**config.mk**
```make
export PLATFORM = sky130hd
export DESIGN_NAME = apb_timer_bank
export DESIGN_NICKNAME = d
export VERILOG_FILES = /design/src/rtl/apb_timer_bank.sv
export SDC_FILE = /design/constraint.sdc
export NUM_CORES = 1
export LEC_CHECK = 0
export CAP_MARGIN = 20
export CORE_AREA = 10 10 169 171
export DETAILED_ROUTE_END_ITERATION = 6
export DIE_AREA = 0 0 179 181
export PLACE_DENSITY = 0.54
export SYNTH_ARGS = -nofsm -noshare
export SYNTH_HDL_FRONTEND = slang
export SYNTH_SLANG_ARGS = --single-unit
```
**constraint.sdc**
```tcl
create_clock -name clk -period 3.21 [get_ports clk]
set_input_delay 0.642 -clock clk [delete_from_list [all_inputs] [get_ports clk]]
set_output_delay 0.642 -clock clk [all_outputs]
set_load 0.05 [all_outputs]
```
**src/rtl/apb_timer_bank.sv**
```systemverilog
`default_nettype none
// ============================================================================
// apb_timer_bank: NUM_CH prescaled up-counting timers behind one APB slave.
// Revision: 1.0
// ============================================================================
module apb_timer_bank #(
  parameter int NUM_CH    = 4,
  parameter int WIDTH     = 16,
  parameter int BASE_ADDR = 0,
  parameter int ADDR_W    = 6,
  parameter int PRESC_W   = 8
) (
  input  logic              clk,
  input  logic              reset,
  input  logic              psel,
  input  logic              penable,
  input  logic              pwrite,
  input  logic [ADDR_W-1:0] paddr,
  input  logic [WIDTH-1:0]  pwdata,
  output logic [WIDTH-1:0]  prdata,
  output logic              pready,
  output logic              pslverr,
  output logic [NUM_CH-1:0] irq,
  output logic              irq_any
);

  localparam int PRESC_OFS = 4 * NUM_CH;

  typedef enum logic [0:0] {
    ST_IDLE = 1'b0,
    ST_ACK  = 1'b1
  } apb_state_t;

  apb_state_t state, state_nxt;
  logic       access, start, commit;

  assign access = psel & penable;

  always_ff @(posedge clk) begin
    if (!reset) state <= ST_IDLE;
    else        state <= state_nxt;
  end

  // First ACCESS cycle arms ST_ACK; the edge ending ST_ACK commits the write.
  always_comb begin
    state_nxt = state;
    pready    = 1'b0;
    start     = 1'b0;
    commit    = 1'b0;
    case (state)
      ST_IDLE: begin
        if (access) begin
          start     = 1'b1;
          state_nxt = ST_ACK;
        end
      end
      ST_ACK: begin
        pready    = 1'b1;
        commit    = access;
        state_nxt = ST_IDLE;
      end
      default: state_nxt = ST_IDLE;
    endcase
  end

  logic [31:0] addr_ext, offset;
  logic [29:0] ch_sel;
  logic [1:0]  reg_sel;
  logic        in_map, is_presc, err, wr_en;

  assign addr_ext = 32'(paddr);
  assign offset   = addr_ext - 32'(BASE_ADDR);
  assign in_map   = (addr_ext >= 32'(BASE_ADDR)) && (offset <= 32'(PRESC_OFS));
  assign is_presc = (offset == 32'(PRESC_OFS));
  assign ch_sel   = offset[31:2];
  assign reg_sel  = offset[1:0];
  assign err      = !in_map || (!is_presc && pwrite && reg_sel == 2'd2);
  assign wr_en    = commit && pwrite && !err;

  logic [PRESC_W-1:0] presc, presc_cnt;
  logic               tick, presc_wr;

  assign tick     = (presc_cnt == presc);
  assign presc_wr = wr_en && is_presc;

  always_ff @(posedge clk) begin
    if (!reset) begin
      presc     <= '0;
      presc_cnt <= '0;
    end else if (presc_wr) begin
      presc     <= pwdata[PRESC_W-1:0];
      presc_cnt <= '0;
    end else begin
      presc_cnt <= tick ? '0 : presc_cnt + PRESC_W'(1);
    end
  end

  logic [WIDTH-1:0]  rd_ctrl  [NUM_CH];
  logic [WIDTH-1:0]  rd_load  [NUM_CH];
  logic [WIDTH-1:0]  rd_count [NUM_CH];
  logic [WIDTH-1:0]  rd_stat  [NUM_CH];
  logic [NUM_CH-1:0] irq_set;

  for (genvar n = 0; n < NUM_CH; n++) begin : g_ch
    logic             en, pause, mode, irq_en, done;
    logic [WIDTH-1:0] load, count;
    logic             hit, ctrl_wr, load_wr, stat_wr, run, match;

    assign hit     = wr_en && !is_presc && (ch_sel == 30'(n));
    assign ctrl_wr = hit && (reg_sel == 2'd0);
    assign load_wr = hit && (reg_sel == 2'd1);
    assign stat_wr = hit && (reg_sel == 2'd3);
    assign run     = tick && en && !pause;
    assign match   = (count == load);

    always_ff @(posedge clk) begin
      if (!reset) begin
        en     <= 1'b0;
        pause  <= 1'b0;
        mode   <= 1'b0;
        irq_en <= 1'b0;
        done   <= 1'b0;
        load   <= '0;
        count  <= '0;
      end else begin
        // A CTRL write owns EN and COUNT on its edge; a coincident tick is dropped.
        if (ctrl_wr) begin
          en     <= pwdata[0];
          pause  <= pwdata[1];
          mode   <= pwdata[2];
          irq_en <= pwdata[3];
          if (!pwdata[0] || !en) count <= '0;
        end else if (run) begin
          if (match) begin
            if (mode) count <= '0;
            else      en    <= 1'b0;
          end else begin
            count <= count + WIDTH'(1);
          end
        end
        if (load_wr) load <= pwdata;
        done <= (run && match) || (done && !(stat_wr && pwdata[0]));
      end
    end

    assign irq_set[n]  = done && irq_en;
    assign rd_ctrl[n]  = {{(WIDTH-4){1'b0}}, irq_en, mode, pause, en};
    assign rd_load[n]  = load;
    assign rd_count[n] = count;
    assign rd_stat[n]  = {{(WIDTH-2){1'b0}}, en && !pause, done};
  end

  always_ff @(posedge clk) begin
    if (!reset) begin
      irq     <= '0;
      irq_any <= 1'b0;
    end else begin
      irq     <= irq_set;
      irq_any <= |irq_set;
    end
  end

  logic [WIDTH-1:0] rd_data;

  always_comb begin
    rd_data = '0;
    for (int n = 0; n < NUM_CH; n++) begin
      if (ch_sel == 30'(n)) begin
        case (reg_sel)
          2'd0:    rd_data = rd_ctrl[n];
          2'd1:    rd_data = rd_load[n];
          2'd2:    rd_data = rd_count[n];
          default: rd_data = rd_stat[n];
        endcase
      end
    end
    if (is_presc) rd_data = WIDTH'(presc);
    if (err)      rd_data = '0;
  end

  always_ff @(posedge clk) begin
    if (!reset) begin
      prdata  <= '0;
      pslverr <= 1'b0;
    end else if (start) begin
      prdata  <= pwrite ? '0 : rd_data;
      pslverr <= err;
    end else begin
      prdata  <= '0;
      pslverr <= 1'b0;
    end
  end

endmodule
`default_nettype wire

```
==> impl_metrics.json <==
{
  "finalClockSkew_ns": 0.0142,
  "cpPeakStageDelay_ns": 0.65,
  "fin_tns_setup_ns": 0,
  "setup_viol": 0,
  "postCtsSetupBuffers": 0,
  "route.detailed.drc": 0,
  "yosysSeqAreaShare_pct": 37.6,
  "reg2reg_slack_ns": 0.67,
  "diodes": 0,
  "antenna_found_initial": 0,
  "synth_nets": 1286,
  "path_buf_inv": 3,
  "ys_types": 69,
  "p_per_area_nw_per_um2": 414,
  "synth_flop_cell": "dfxtp_1",
  "syn_to_final_growth_pct": 16.8,
  "dpl.hpwl_um": 25800,
  "whs_path_depth": 2,
  "ant_nets": 0,
  "finalHoldViolations": 0,
  "synth_edf_count": 0,
  "synthTopCellsByArea": "dfxtp_1, nand2_1, a21oi_1",
  "hold_end": "g_ch[3].pause",
  "fmax_mhz": 376,
  "dp_cells": 1598,
  "drv_slew": 0,
  "grt_use_met1_pct": 31.7,
  "cts_tree": "yes",
  "grt_pass1_wl_um": 54800,
  "netlist_area_um2": 9960,
  "cp-end-kind": "register",
  "ctsHoldBuffers": 0,
  "required_ns": 3.54,
  "vias_per_cell": 5.90,
  "period_needed_ns": 2.66,
  "fin_crit_sh_pct": 82.8,
  "grt_max_degree": 109,
  "first_pass_iters": 6,
  "drv_cap": 0,
  "drive_above_1_share_pct": 10.5,
  "syn_inst": 1254,
  "slowest_stage": "or4_1",
  "synth-seq-cells": 187,
  "die_h_um": 181,
  "yosys_warnings": 0,
  "place_area_um2": 11000,
  "crit_fanout": 17,
  "overflow": 0,
  "peakVddDrop_mv": 0.354,
  "tightest_slew_ns": 0.705,
  "cts_root_buf": "clkbuf_16",
  "use_met2_pct": 32.3,
  "r2r_start": "presc_cnt[2]",
  "place_congestion": 0.912,
  "fillerInstances": 2522,
  "p_total_uw": 4820,
  "path_clk_slew_ns": 0.07,
  "grtUsageTotal_pct": 21.6,
  "yosysTopAreaCell": "dfxtp_1",
  "whs_ns": 0.477,
  "path_class": "in2reg",
  "grt.met3_usage_pct": 2.92,
  "nNetsFinal": 1320,
  "grt-busiest-layer": "met2",
  "outcome": "completed",
  "cts_max_level": 4,
  "wl_um": 35700,
  "min_path_type": "reg2reg",
  "path_cells": "clkdlybuf4s50_1 > or4_1 > buf_4 > o31a_1 > a31oi_1 > a21oi_2 > buf_12 > a32o_1",
  "rows": 58,
  "cts_buffers": 17,
  "worstPathArrival_ns": 2.99,
  "crit_family": "buffers and inverters",
  "max-slew-margin-rel_pct": 52.6,
  "dieArea_um2": 32400,
  "final_area_um2": 11600,
  "ios": 50,
  "clock_latency_ns": 0.44,
  "cts_buffer_depth": 2,
  "rsz0062_at_grt": "no",
  "synth_top_area_share_pct": 37.6,
  "async_reset_ff_share_pct": 0,
  "routed-via-count": 9629,
  "leakagePower_uw": 0.00410,
  "port_buffers": 49,
  "ff2ff_path_depth": 7,
  "final_cells": 1631,
  "rr_endpoint": "g_ch[2].count[1]",
  "critPathLaunch": "paddr[5]",
  "cts_num_sinks": 187,
  "grt_pass1_vias": 8885,
  "holdCritStartpoint": "g_ch[3].pause",
  "drtIter0Drc": 1030,
  "core-area_um2": 25000,
  "start_kind": "input port",
  "die_width_um": 179,
  "avgSynthCellArea_um2": 7.94,
  "initial_core_util_pct": 39.8,
  "cts_resized": 0,
  "routedWlPerCell_um": 21.9
}
[power breakdown]
| part | switching (uW) | internal [uW] | total (uW) | leakage [uW] |
|---|---|---|---|---|
| logic | 184 | 84.4 | 268 | 0.00230 |
| registers | 0.666 | 2320 | 2320 | 0.00151 |
| clock network | 1040 | 1190 | 2230 | 0.000286 |
| total | 1220 | 3600 | 4820 | 0.00410 |
[metrics by stage]
step	utilization [%]	worst slack, ns
after floorplan	-	0.531
after global routing	46.5	0.450
after global placement	44.0	0.151
after CTS	46.4	0.553
after detailed placement	44.0	0.108
final	46.5	0.552
[routing by layer]
layer	wire, um	part of all wire, %
met1	16800	47
met3	2430	6.8
met4	576	1.6
met5	0	0
met2	15900	44
[cell usage after synthesis, types with 6 or more instances]
master	instances
buf_1	8
nor3_1	33
inv_1	24
nand2_1	211
dfxtp_1	187
mux4_2	8
a221oi_1	10
buf_2	11
xnor2_1	35
o21ai_1	14
xor2_1	45
nand3_1	62
a211oi_1	8
nor3b_1	6
o22ai_1	18
nor2b_1	9
a22oi_1	47
a32o_1	10
o31ai_1	13
o211ai_1	15
a221o_1	13
mux2i_1	15
nor2_1	73
a21oi_1	116
clkbuf_1	81
nand4_1	19
a21o_1	6
nor4_1	21
and3_1	39
o21ai_0	18
[cells by family after synthesis]
logic type      share of synthesized area [%]
flops                                    37.6
xor+xnor                                 7.04
buf+inv                                  5.30
simple gates                             24.7
compound gates                           21.0
fa+ha+maj                               0.628
mux                                      3.77
[sequential cells by signal, indices dropped and copies added (netlist names)]
name	flops
g_ch.en	4
g_ch.pause	4
g_ch.irq_en	4
state	1
g_ch.done	4
irq_any	1
presc	8
g_ch.load	64
pslverr	1
prdata	16
irq	4
presc_cnt	8
g_ch.count	64
g_ch.mode	4
[layout make-up]
| cell class | instances | area, um^2 | share of cell area, % |
|---|---|---|---|
| clock buffer | 19 | 443 | 3.81 |
| clock inverter | 13 | 159 | 1.37 |
| inverter | 25 | 95.1 | 0.817 |
| multi-input combinational | 938 | 5720 | 49.2 |
| sequential | 187 | 3740 | 32.2 |
| tap | 330 | 413 | 3.55 |
| timing repair buffer | 119 | 1060 | 9.10 |
[cells in the final DEF (no fill, tap or decap), types with 10 or more instances in the layout]
| master | synthesis | layout |
|---|---|---|
| xor2_1 | 45 | 45 |
| dfxtp_1 | 187 | 187 |
| buf_4 | 0 | 65 |
| nor2_1 | 73 | 73 |
| clkbuf_16 | 0 | 17 |
| a32o_1 | 10 | 10 |
| nand2_1 | 211 | 211 |
| o31ai_1 | 13 | 13 |
| and3_1 | 39 | 39 |
| nand4_1 | 19 | 19 |
| nand3_1 | 62 | 62 |
| o21ai_1 | 14 | 14 |
| clkdlybuf4s50_1 | 0 | 48 |
| mux2i_1 | 15 | 15 |
| a221oi_1 | 10 | 10 |
| nor3_1 | 33 | 33 |
| a21oi_1 | 116 | 116 |
| o21ai_0 | 18 | 18 |
| o22ai_1 | 18 | 18 |
| a22oi_1 | 47 | 47 |
| xnor2_1 | 35 | 35 |
| a221o_1 | 13 | 13 |
| inv_1 | 24 | 24 |
| o211ai_1 | 15 | 15 |
| nor4_1 | 21 | 18 |
[worst register-to-register path: stages (launching register included)]
cell	delay (ns)
dfxtp_1	0.43
xor2_1	0.14
nor4_4	0.32
nand3_1	0.30
a211o_1	0.38
buf_4	0.15
or4b_2	0.60
a21oi_1	0.15
[worst max path at each step]
| stage | to | slack [ns] | cells after the start |
|---|---|---|---|
| final | g_ch[0].count[8] | 0.55 | 8 |
| after global routing | g_ch[1].count[2] | 0.45 | 8 |
| after CTS | g_ch[2].count[3] | 0.55 | 8 |
| after detailed placement | g_ch[2].count[3] | 0.11 | 9 |
| after global placement | g_ch[0].count[1] | 0.15 | 9 |
| after floorplan | g_ch[3].count[14] | 0.53 | 10 |
Note: power is estimated with default switching activity, not from simulation.
